$ cat src/rtl/fp_mul_seq_if.sv
// Start/done handshake bundle between the ALU master and the sequential FP multiplier.
interface fp_mul_seq_if;
  logic [31:0] A;
  logic [31:0] B;
  logic        start;
  logic        busy;
  logic        done;
  logic [31:0] out;
  logic        exception;

  modport master (output A, B, start, input busy, done, out, exception);
  modport slave  (input A, B, start, output busy, done, out, exception);
endinterface

$ cat src/rtl/fp_mul_seq.sv
// Sequential IEEE-754 single-precision multiplier: shift-and-add mantissa product, one bit per clock.
// Define FPMUL_ROUND_NEAREST_EN for round-to-nearest-even; default build truncates toward zero.
module fp_mul_seq (
  input logic         clk,
  input logic         reset,
  fp_mul_seq_if.slave bus
);

  typedef enum logic [1:0] {IDLE, MULT, NORM} state_t;

  state_t       state_q, state_d;
  logic         sign_q, sign_d;
  logic [7:0]   expa_q, expa_d, expb_q, expb_d;
  logic [23:0]  mcand_q, mcand_d, mplier_q, mplier_d;
  logic [47:0]  prod_q, prod_d;
  logic [4:0]   cnt_q, cnt_d;
  logic [31:0]  out_q, out_d;
  logic         exc_q, exc_d, done_q, done_d;

  logic signed [9:0] exp_base, exp_fin;
  logic [22:0]       mant_raw, mant_fin;
  logic [23:0]       mant_inc;
  logic              rnd_up;
`ifdef FPMUL_ROUND_NEAREST_EN
  logic              guard, sticky;
`endif

  // Normalisation and rounding of the finished product; only consumed in NORM.
  always_comb begin
    exp_base = $signed({2'b00, expa_q} + {2'b00, expb_q} - 10'd127);
    if (prod_q[47]) begin
      mant_raw = prod_q[46:24];
      exp_fin  = exp_base + 10'sd1;
    end else begin
      mant_raw = prod_q[45:23];
      exp_fin  = exp_base;
    end
`ifdef FPMUL_ROUND_NEAREST_EN
    guard  = prod_q[47] ? prod_q[23] : prod_q[22];
    sticky = prod_q[47] ? (|prod_q[22:0]) : (|prod_q[21:0]);
    rnd_up = guard & (sticky | mant_raw[0]);
`else
    rnd_up = 1'b0;
`endif
    mant_inc = {1'b0, mant_raw} + {23'b0, rnd_up};
    if (mant_inc[23]) begin
      mant_fin = 23'b0;
      exp_fin  = exp_fin + 10'sd1;
    end else begin
      mant_fin = mant_inc[22:0];
    end
  end

  always_comb begin
    state_d  = state_q;
    sign_d   = sign_q;
    expa_d   = expa_q;
    expb_d   = expb_q;
    mcand_d  = mcand_q;
    mplier_d = mplier_q;
    prod_d   = prod_q;
    cnt_d    = cnt_q;
    out_d    = out_q;
    exc_d    = exc_q;
    done_d   = 1'b0;
    case (state_q)
      IDLE: begin
        if (bus.start) begin
          sign_d   = bus.A[31] ^ bus.B[31];
          expa_d   = bus.A[30:23];
          expb_d   = bus.B[30:23];
          mcand_d  = {1'b1, bus.A[22:0]};
          mplier_d = {1'b1, bus.B[22:0]};
          prod_d   = 48'b0;
          cnt_d    = 5'd0;
          state_d  = MULT;
        end
      end
      MULT: begin
        if (mplier_q[0]) prod_d = prod_q + ({24'b0, mcand_q} << cnt_q);
        mplier_d = mplier_q >> 1;
        cnt_d    = cnt_q + 5'd1;
        if (cnt_q == 5'd23) state_d = NORM;
      end
      NORM: begin
        done_d  = 1'b1;
        state_d = IDLE;
        if (expa_q == 8'hFF || expb_q == 8'hFF) begin
          out_d = {sign_q, 8'hFF, 23'b0};
          exc_d = 1'b1;
        end else if (expa_q == 8'h00 || expb_q == 8'h00) begin
          out_d = {sign_q, 31'b0};
          exc_d = 1'b0;
        end else if (exp_fin >= 10'sd255) begin
          out_d = {sign_q, 8'hFF, 23'b0};
          exc_d = 1'b1;
        end else if (exp_fin <= 10'sd0) begin
          out_d = {sign_q, 31'b0};
          exc_d = 1'b1;
        end else begin
          out_d = {sign_q, exp_fin[7:0], mant_fin};
          exc_d = 1'b0;
        end
      end
      default: state_d = IDLE;
    endcase
  end

  always_ff @(posedge clk) begin
    if (reset) begin
      state_q  <= IDLE;
      sign_q   <= 1'b0;
      expa_q   <= 8'b0;
      expb_q   <= 8'b0;
      mcand_q  <= 24'b0;
      mplier_q <= 24'b0;
      prod_q   <= 48'b0;
      cnt_q    <= 5'd0;
      out_q    <= 32'b0;
      exc_q    <= 1'b0;
      done_q   <= 1'b0;
    end else begin
      state_q  <= state_d;
      sign_q   <= sign_d;
      expa_q   <= expa_d;
      expb_q   <= expb_d;
      mcand_q  <= mcand_d;
      mplier_q <= mplier_d;
      prod_q   <= prod_d;
      cnt_q    <= cnt_d;
      out_q    <= out_d;
      exc_q    <= exc_d;
      done_q   <= done_d;
    end
  end

  assign bus.busy      = (state_q != IDLE);
  assign bus.done      = done_q;
  assign bus.out       = out_q;
  assign bus.exception = exc_q;

endmodule

$ cat src/flat_wrapper.sv
// flat-port wrapper written by rule: the top's interface ports become plain ports
module fp_mul_seq_flat 
  (clk, reset, bus_A, bus_B, bus_start, bus_busy, bus_done, bus_out, bus_exception);
  fp_mul_seq_if bus_i ();
  input logic clk;
  input logic reset;
  input wire logic [$bits(bus_i.A)-1:0] bus_A;
  input wire logic [$bits(bus_i.B)-1:0] bus_B;
  input wire logic [$bits(bus_i.start)-1:0] bus_start;
  output wire logic [$bits(bus_i.busy)-1:0] bus_busy;
  output wire logic [$bits(bus_i.done)-1:0] bus_done;
  output wire logic [$bits(bus_i.out)-1:0] bus_out;
  output wire logic [$bits(bus_i.exception)-1:0] bus_exception;
  assign bus_i.A = bus_A;
  assign bus_i.B = bus_B;
  assign bus_i.start = bus_start;
  assign bus_busy = bus_i.busy;
  assign bus_done = bus_i.done;
  assign bus_out = bus_i.out;
  assign bus_exception = bus_i.exception;
  fp_mul_seq u_core (.clk(clk), .reset(reset), .bus(bus_i));
endmodule
$ cat config.mk
export PLATFORM = sky130hd
export DESIGN_NAME = fp_mul_seq_flat
export DESIGN_NICKNAME = d
export VERILOG_FILES = /design/src/rtl/fp_mul_seq_if.sv /design/src/rtl/fp_mul_seq.sv /design/src/flat_wrapper.sv
export SDC_FILE = /design/constraint.sdc
export NUM_CORES = 1
export LEC_CHECK = 0
export CORE_ASPECT_RATIO = 0.6
export CORE_MARGIN = 5
export CORE_UTILIZATION = 59
export CTS_BUF_LIST = sky130_fd_sc_hd__clkbuf_16
export DETAILED_ROUTE_END_ITERATION = 10
export PLACE_DENSITY_LB_ADDON = 0.05
export REMOVE_ABC_BUFFERS = 1
export SLEW_MARGIN = 20
export SYNTH_ARGS = -nofsm -noshare
export SYNTH_HDL_FRONTEND = slang
export SYNTH_SLANG_ARGS = --single-unit
$ cat constraint.sdc
create_clock -name clk -period 5.7 [get_ports clk]
set_input_delay 1.14 -clock clk [delete_from_list [all_inputs] [get_ports clk]]
set_output_delay 1.14 -clock clk [all_outputs]
set_load 0.01 [all_outputs]
Yosys cells after proc, flatten, opt, wreduce, memory -nomap -nowiden
Cells that the tools add are included.
W data, S select, Z words.

operators by class
  add/sub/neg operators = 5
  shift operators = 1
  magnitude comparators = 2
  eq/ne operators = 8
  reduce and logical (&&, ||, !) cells = 11
  bitwise logic cells = 1
  multiplexer cells = 21

operator list
  cell                     number
  $mux W31                 4
  $mux W48                 2
  $pmux W48 S2             1
  $add A48 B48 Y48         1
  $pmux W24 S2             1
  $shl A24 B5 Y48          1
  $mux W24                 1
  $mux W23                 1
  $eq A8 B8 Y1 const B     2
  $logic_not A8 Y1         2
  $add A10 B2 Y10 const B  1
  $ge A10 B9 Y1 const B    1
  $le A10 B1 Y1 const B    1
  $mux W10                 1
  $pmux W5 S2              1
  $sub A10 B7 Y10 const B  1
  $add A8 B8 Y9            1
  $reduce_and A2 Y1        3
  $add A5 B1 Y5 const B    1
  $eq A5 B5 Y1 const B     1
  $mux W1                  5
  $mux W5                  1
  $mux W2                  2
  $ne A2 B1 Y1 const B     2
  other kinds (9)          11

word-level totals
  bits in registers = 154
  bits of input ports = 67
  output and inout port bits = 35
  word-level logic and storage cells = 60

Longest topological paths before layout
  depth in word-level cells = 9
  depth in mapped cells = 22
  depth with buffers taken out = 19

Least setup slack after synthesis
No wires, ideal clock.

  path kind = flip-flop to flip-flop
  from = register u_core.cnt_q[1]
  to = register u_core.prod_q[42]
  clock period less this slack = 4.493 ns
  required time = 5.583 ns
  library setup time = 0.117 ns
  arrival time = 4.376 ns
  stages on the path, launching flop included = 17
  buffers on the path = 3
  path slack = 1.207 ns
  path through = dfxtp_1 > clkbuf_1 > clkbuf_1 > clkbuf_1 > o22ai_1 > mux2i_1 > mux2_2 > nor2_1 > ha_1 > nand3_1 > or2_1 > or4_4 > a2111oi_4 > o21ai_2 > a211o_1 > a21o_1 > a32o_1

between the ends
  longest elaborated chain between the ends = 4

RTL lines
  item                      RTL line           text
  start: declaration        fp_mul_seq.sv:16   logic [4:0] cnt_q, cnt_d;
  start signal: assignment  fp_mul_seq.sv:130  cnt_q <= cnt_d;
  $shl A24 B5 Y48           fp_mul_seq.sv:80   if (mplier_q[0]) prod_d = prod_q + ({24'b0, mcand_q} << cnt_q);
  $add A48 B48 Y48          fp_mul_seq.sv:80
  $mux W48                  fp_mul_seq.sv:80
  $pmux W48 S2              fp_mul_seq.sv:66   case (state_q)
  end signal: assignment    fp_mul_seq.sv:129  prod_q <= prod_d;
  end: declaration          fp_mul_seq.sv:15   logic [47:0] prod_q, prod_d;

Every way passes these cells. The select of a mux whose other input is x is not followed.
A chain may end at the register's enable or synchronous reset.

Final worst setup path
  from = register u_core.cnt_q[1]
  to = register u_core.prod_q[47]

Same word-level chain as after synthesis.

==> summary.md <==
| Metric | Value |
|---|---|
| Crit share post-route | 0.9154 |
| DRT antenna net count | 0 |
| Number of buffers added on ports | 101 |
| Critical Path RT | 6090 ps |
| Initial DRC Count | 1238 |
| WP data arrival | 5610 ps |
| Clock Tree Root | clkbuf_16 |
| Yosys synthesis warning count | 0 |
| CP Depth | 17 |
| DR vias/cell | 6.261 |
| Starting density of the core | 0.5947 |
| Critical path endpoint category | register |
| Reg area | 3084 um2 |
| Vias in the first global route | 9425 |
| Worst-path clk slew | 70 ps |
| Fin. max-slew vios | 0 |
| Setup CP Type | reg2reg |
| Sequential fraction of the synthesis area | 0.2892 |
| # diodes | 0 |
| Clk network pwr share | 0.424 |
| Hold EP | u_core.bus.out[11]$_SDFFE_PP0P_ |
| Max-cap viol count | 0 |
| I/O pin count | 102 |
| H-tree depth | 4 |
| Final core occ | 0.6924 |
| Pleak | 4.871 nW |
| Total track usage | 0.2909 |
| Max clock buf depth | 2 |
| Fin cells | 1690 |
| Top_reg_cell synth | dfxtp_1 |
| Ratio of cells with drive above 1 in the final layout | 0.06966 |
| Ys async rst share | 0 |
| First-pass GRT wire length | 49520 um |
| PD cells | 218.6 nW/um2 |
| Setup bufs post-CTS | 0 |
| Clock skew | 11.35 ps |
| Final hold violations | 0 |
| Crit-path max cell delay | 990 ps |
| Area delta synth->final | 16.42% |
| Largest net degree at the start of global routing | 43 |
| Post-DP HPWL | 22820 um |
| HP Start | u_core.bus.out[11]$_SDFFE_PP0P_ |
| R2R Path End | u_core.prod_q[47]$_SDFFE_PP0P_ |
| Routability cong. | 0.9981 |
| Commonest cells after routing, fill and taps aside | nand2_1, dfxtp_1, a21oi_1, nor2_1, clkdlybuf4s50_1 |
| Sw Share | 0.2874 |
| Worst path cell trace | buf_4 -> mux2i_1 -> nand2_1 -> o21ai_0 -> mux2i_1 -> o21ai_0 -> o22ai_1 -> ha_1 -> a21oi_1 -> nor2_1 -> a211o_1 -> a221oi_1 -> o21ai_1 -> o21a_1 -> a31oi_1 -> nor4bb_1 -> a221o_1 |
| Mapped Cells | 1381 |
| Core area | 17920 um2 |
| CP bufs+invs | 1 |
| Worst R2R Start | u_core.cnt_q[1]$_SDFFE_PP0P_ |
| Detailed-route wire length per cell | 18.16 um |
| Syn Std Cell Area | 10660 um2 |
| Met2 wire length | 12200 um |
| Crit path launch type | register |
| CTS tree | done |
| Pre-antenna DRT Iters | 5 |
| Fillers | 1497 |
| Peak supply drop | 0.2250 mV |
| Slowest cell on crit path | dfxtp_1 |
| Met3 wire len | 3162 um |
| Critical-path maximum fanout | 23 |
| Post-synth EDFFs | 0 |
| Internal power | 0.001933 W |
| Distinct cells, synth | 80 |
| FF-to-FF setup slack | 480 ps |
| Drt drc | 0 |
| Site row count | 38 |
| Top cell family by delay on the critical path | compound AO/OA/AOI/OAI gates |
| WHS | 446.1 ps |
| Die area | 20940 um2 |
| Max transition margin | 0.2574 |
| Logic pwr share | 0.155 |
| Final Setup Violations | 0 |
| Status | finished clean |
| Synth Area per Inst | 7.719 um2 |
| Total power | 0.002713 W |
| Part of the power in registers | 0.420 |
| GR Overflow Total | 0 |
| # resized after CTS | 0 |
| Sw Pwr | 0.0007797 W |
| Initial antenna violation count | 0 |
| # nets final | 1564 |
| Hold depth | 2 |
| Multi-input gate area | 7177 um2 |
| DR vias | 10580 |
| CTS Buf Count | 17 |
| # hold bufs at CTS | 0 |
| Most common cell after layout, fill and taps aside | nand2_1 |
| Chip width | 183.5 um |
| Top sig layer | met4 |
| Final Critical Period | 5218 ps |
| RSZ-0062 raised after global routing | no |
| FF-to-FF path depth | 17 |
| FMAX | 0.1916 GHz |
| Setup tns final | 0 ps |
| Clock tree sinks | 154 |
| Die H | 114.1 um |
| M1 wire length | 14980 um |
| Placed Cells | 1658 |
| Clk_lat worst skew | 450 ps |
| Synthesized flop and latch total | 154 |
| Drt total wl | 30700 um |
| Worst-Margin Slew | 1110 ps |
| Hold/Removal Path Class | reg2reg |
## flip-flops by register name, indices dropped and copies added (netlist names)
signal / flops
u_core.bus.out: 32
u_core.mplier_q: 24
u_core.sign_q: 1
u_core.prod_q: 48
u_core.expb_q: 8
u_core.bus.done: 1
u_core.mcand_q: 24
u_core.expa_q: 8
u_core.state_q: 2
u_core.bus.exception: 1
u_core.cnt_q: 5
## synth_stat cells (8+ instances only)
cell | instances | area [um2]
a211oi_1 | 13 | 97.59
a21o_1 | 41 | 307.8
a21oi_1 | 138 | 690.7
a22oi_1 | 47 | 352.8
a31oi_1 | 9 | 56.30
a32o_1 | 8 | 80.08
and2_1 | 10 | 62.56
and3_1 | 14 | 87.58
clkbuf_1 | 77 | 289.0
dfxtp_1 | 154 | 3083
ha_1 | 58 | 725.7
inv_1 | 23 | 86.33
mux2_2 | 15 | 168.9
mux2i_1 | 64 | 640.6
nand2_1 | 215 | 807.0
nand2b_1 | 12 | 75.07
nand3_1 | 22 | 110.1
nand4_1 | 14 | 87.58
nor2_1 | 119 | 446.7
nor2b_1 | 12 | 75.07
nor3_1 | 17 | 85.08
o21a_1 | 14 | 105.1
o21ai_0 | 64 | 320.3
o21ai_1 | 33 | 165.2
o21bai_1 | 10 | 75.07
o22ai_1 | 15 | 93.84
or3_1 | 10 | 62.56
xnor2_1 | 27 | 236.5
xor2_1 | 17 | 148.9
## cells by family after synthesis
| kind of cell | share of synthesized area |
|---|---|
| compound gates | 0.2680 |
| flops | 0.2892 |
| simple gates | 0.2052 |
| mux | 0.09073 |
| buf+inv | 0.03897 |
| fa+ha+maj | 0.07183 |
| xor+xnor | 0.03615 |
## power by group through the flow
stage | Combinational (W) | Sequential, W | Clock [W]
global route | 0.000460 | 0.00114 | 0.00122
detailed placement | 0.000410 | 0.00116 | 0
floorplan | 0.000260 | 0.00116 | 0
global placement | 0.000403 | 0.00116 | 0
CTS | 0.000414 | 0.00114 | 0.00116
finish | 0.000421 | 0.00114 | 0.00115
## stage by stage
step	cell area (um2)	setup WS [ps]
after floorplan	10330	923.5
after global placement	11820	711.8
after detailed placement	11820	675.5
after CTS	12410	636.0
after global routing	12410	238.3
final	12410	482.1
## layout make-up
cell class / count / share of cell area
tap: 240 / 0.02420
clock buffer: 17 / 0.03428
clock inverter: 15 / 0.01321
inverter: 23 / 0.006956
timing repair buffer: 123 / 0.09457
sequential: 154 / 0.2485
multi-input combinational: 1118 / 0.5783
## worst reg2reg max path: stages, from the launching register on
cell and delay [ps]:
dfxtp_1 990, buf_4 330, mux2i_1 190, nand2_1 60, o21ai_0 110, mux2i_1 130
o21ai_0 420, o22ai_1 170, ha_1 380, a21oi_1 310, nor2_1 90, a211o_1 290
a221oi_1 210, o21ai_1 210, o21a_1 280, a31oi_1 390, nor4bb_1 430, a221o_1 170
## per-layer routing
layer	global-route usage	vias up
met5	0	-
met4	0.06498	0
met3	0.07492	39
met2	0.4057	504
met1	0.4473	4914
li1	-	5124
## worst max-delay path by stage
stage | startpoint | end | slack (ps)
after floorplan | u_core.cnt_q[0]$_SDFFE_PP0P_ | u_core.prod_q[42]$_SDFFE_PP0P_ | 920
after global placement | u_core.cnt_q[1]$_SDFFE_PP0P_ | u_core.prod_q[42]$_SDFFE_PP0P_ | 710
after detailed placement | u_core.cnt_q[1]$_SDFFE_PP0P_ | u_core.prod_q[42]$_SDFFE_PP0P_ | 680
after CTS | u_core.cnt_q[1]$_SDFFE_PP0P_ | u_core.prod_q[42]$_SDFFE_PP0P_ | 640
after global routing | u_core.cnt_q[1]$_SDFFE_PP0P_ | u_core.prod_q[45]$_SDFFE_PP0P_ | 240
final | u_core.cnt_q[1]$_SDFFE_PP0P_ | u_core.prod_q[47]$_SDFFE_PP0P_ | 480
(Power assumes the default switching activity.)
==> RTL change (config.mk and constraints unchanged) <==
The 3 states of `state_t` get a one-hot encoding in 3 bits.
--- a/src/rtl/fp_mul_seq.sv
+++ b/src/rtl/fp_mul_seq.sv
@@ -7,5 +7,5 @@
 );
 
-  typedef enum logic [1:0] {IDLE, MULT, NORM} state_t;
+  typedef enum logic [2:0] {IDLE = 3'b001, MULT = 3'b010, NORM = 3'b100} state_t;
 
   state_t       state_q, state_d;
Behaviour: same outputs for any inputs over 10 cycles, from zero or initial values and one cycle with reset high; not proved beyond that.
==> RTL change against the original RTL <==
Via count up 3.1%. Design area up 3.9%. Count of clock-buffer cells in the layout unchanged. Area after synthesis up 4.8%. Wire length up 5.3%. Total power up 1.7%. Setup slack worse by 0.038 ns. Global-route usage up 0.40 points. Sequential cell count up 1. Clock skew about the same.
==> RTL change: results (changes against the original RTL) <==
| Metric | Value |
|---|---|
| Cts bufs inserted | `17 (unchanged)` |
| Top cells by count, synth | `nand2_1, dfxtp_1, a21oi_1, nor2_1, clkbuf_1` |
| CP Data Arrival Time | `5.58 ns (-0.03 ns)` |
| Post-Route Skew | `0.0114 ns (+0.0000463 ns)` |
| GP Congestion | `0.959 (-3.9%)` |
| Pin count of the biggest net entering global routing | `74 (+72%)` |
| Hold path startpoint | `u_core.bus.out[22]` |
| Via density | `6.30 (+0.61%)` |
| Crit Path Max Fanout | `17 (-26%)` |
| Post-CTS setup buffers | `0 (unchanged)` |
| Register with the most flip-flops | `u_core.prod_q` |
| Clock tree buffer depth | `2 (unchanged)` |
| Status | `complete, no violations` |
| Detailed Place HPWL | `23.9 mm (+4.8%)` |
| Post-synth cell types | `89 (+11%)` |
| Post-synth ARST share | `0 (unchanged)` |
| Register area share after synthesis | `0.278 (-0.0115)` |
| Leak | `4.91 nW (+0.88%)` |
| Gr usage total | `0.295 (+0.00397)` |
| H-tree depth | `4 (unchanged)` |
| Syn. warnings | `0 (unchanged)` |
| DR pass1 iterations | `6 (+1)` |
| RR Startpoint | `u_core.cnt_q[0]` |
| R2R Setup Slk | `0.44 ns (-0.04 ns)` |
| Max reg flops | `48 (unchanged)` |
| Peak VDD IR | `0.229 mV (+1.9%)` |
| First DRT Iteration DRCs | `1021 (-18%)` |
| Vias in the first global route | `9863 (+4.6%)` |
| Share of post-route cells with drive strength above 1 | `0.0908 (+0.0212)` |
| Worst path slowest cell | `dfxtp_1` |
| Initial antenna violation count | `0 (unchanged)` |
| Worst-path clk slew | `0.06 ns` |
| Fillers | `1611 (+7.6%)` |
| Synth top area share | `0.278 (-0.0115)` |
| Max incr delay on CP | `0.82 ns (-0.17 ns)` |
| WL final | `32.3 mm (+5.3%)` |
| Synth top area cells | `dfxtp_1, nand2_1, ha_1` |
| Cell area after placement | `0.0123 sq mm (+4.0%)` |
| First-pass GRT wire length | `52.4 mm (+5.9%)` |
| Final net count | `1601 (+2.4%)` |
| Diode count | `0 (unchanged)` |
| Max-slew headroom | `0.307 (+0.0496)` |
[RTL change: cell families (layout without fill, tap and decap cells)]
family,Yosys count,after routing,synth area share
mux,88,88,0.0883
fa+ha+maj,60,60,0.0685
buf+inv,118,177,0.0414
flops,155,155,0.278
xor+xnor,50,50,0.0441
compound gates,446,446,0.270
simple gates,510,510,0.210
[RTL change: report_power, final]
group | leakage (nW) | internal, mW | total [mW] | switching, mW
clock | 0.297 | 0.724 | 1.20 | 0.475
sequential | 1.26 | 1.12 | 1.15 | 0.0304
combinational | 3.36 | 0.168 | 0.414 | 0.246
[RTL change: final timing paths]
path | endpoint | cells past startpoint
max | u_core.prod_q[44] | 16
min | u_core.bus.out[22] | 2
max reg2reg | u_core.prod_q[44] | 16
min reg2reg | u_core.bus.out[22] | 2
[RTL change: area by class of cell]
cell class                 instances  area (sq um)  area share
tap                              246           308      0.0239
timing repair buffer             121          1160      0.0898
multi-input combinational       1154          7630       0.592
sequential                       155          3100       0.241
clock inverter                    14           180      0.0140
clock buffer                      17           425      0.0330
inverter                          25          93.8     0.00728
[RTL change: worst reg2reg max path, delay by kind of cell, from the launching register on]
family	cells	cell delay [ns]
AO/OA/AOI/OAI	7	2.08
multiplexers	3	0.94
flip-flops	1	0.82
AND/OR/NAND/NOR	4	0.58
adder cells (fa/ha/maj)	1	0.39
buffers and inverters	1	0.31
[RTL change: metrics by stage]
stage / setup slack (ns) / power, mW / instances / hold slack [ns]
2_1_floorplan: 0.789 / 1.42 / 1334 / 0.430
3_3_place_gp: 0.584 / 1.57 / 1701 / 0.435
3_5_place_dp: 0.478 / 1.57 / 1701 / 0.440
4_1_cts: 0.424 / 2.77 / 1732 / 0.452
5_1_grt: 0.105 / 2.86 / 1732 / 0.469
6_report: 0.444 / 2.76 / 1732 / 0.449
[RTL change: layer usage]
| layer | up-vias | wire length [microns] | global-route usage |
|---|---|---|---|
| met5 | - | 0 | 0 |
| met4 | 0 | 324 | 0.0626 |
| met3 | 32 | 2650 | 0.0547 |
| met2 | 461 | 13000 | 0.427 |
| met1 | 5105 | 16300 | 0.455 |
| li1 | 5312 | - | - |
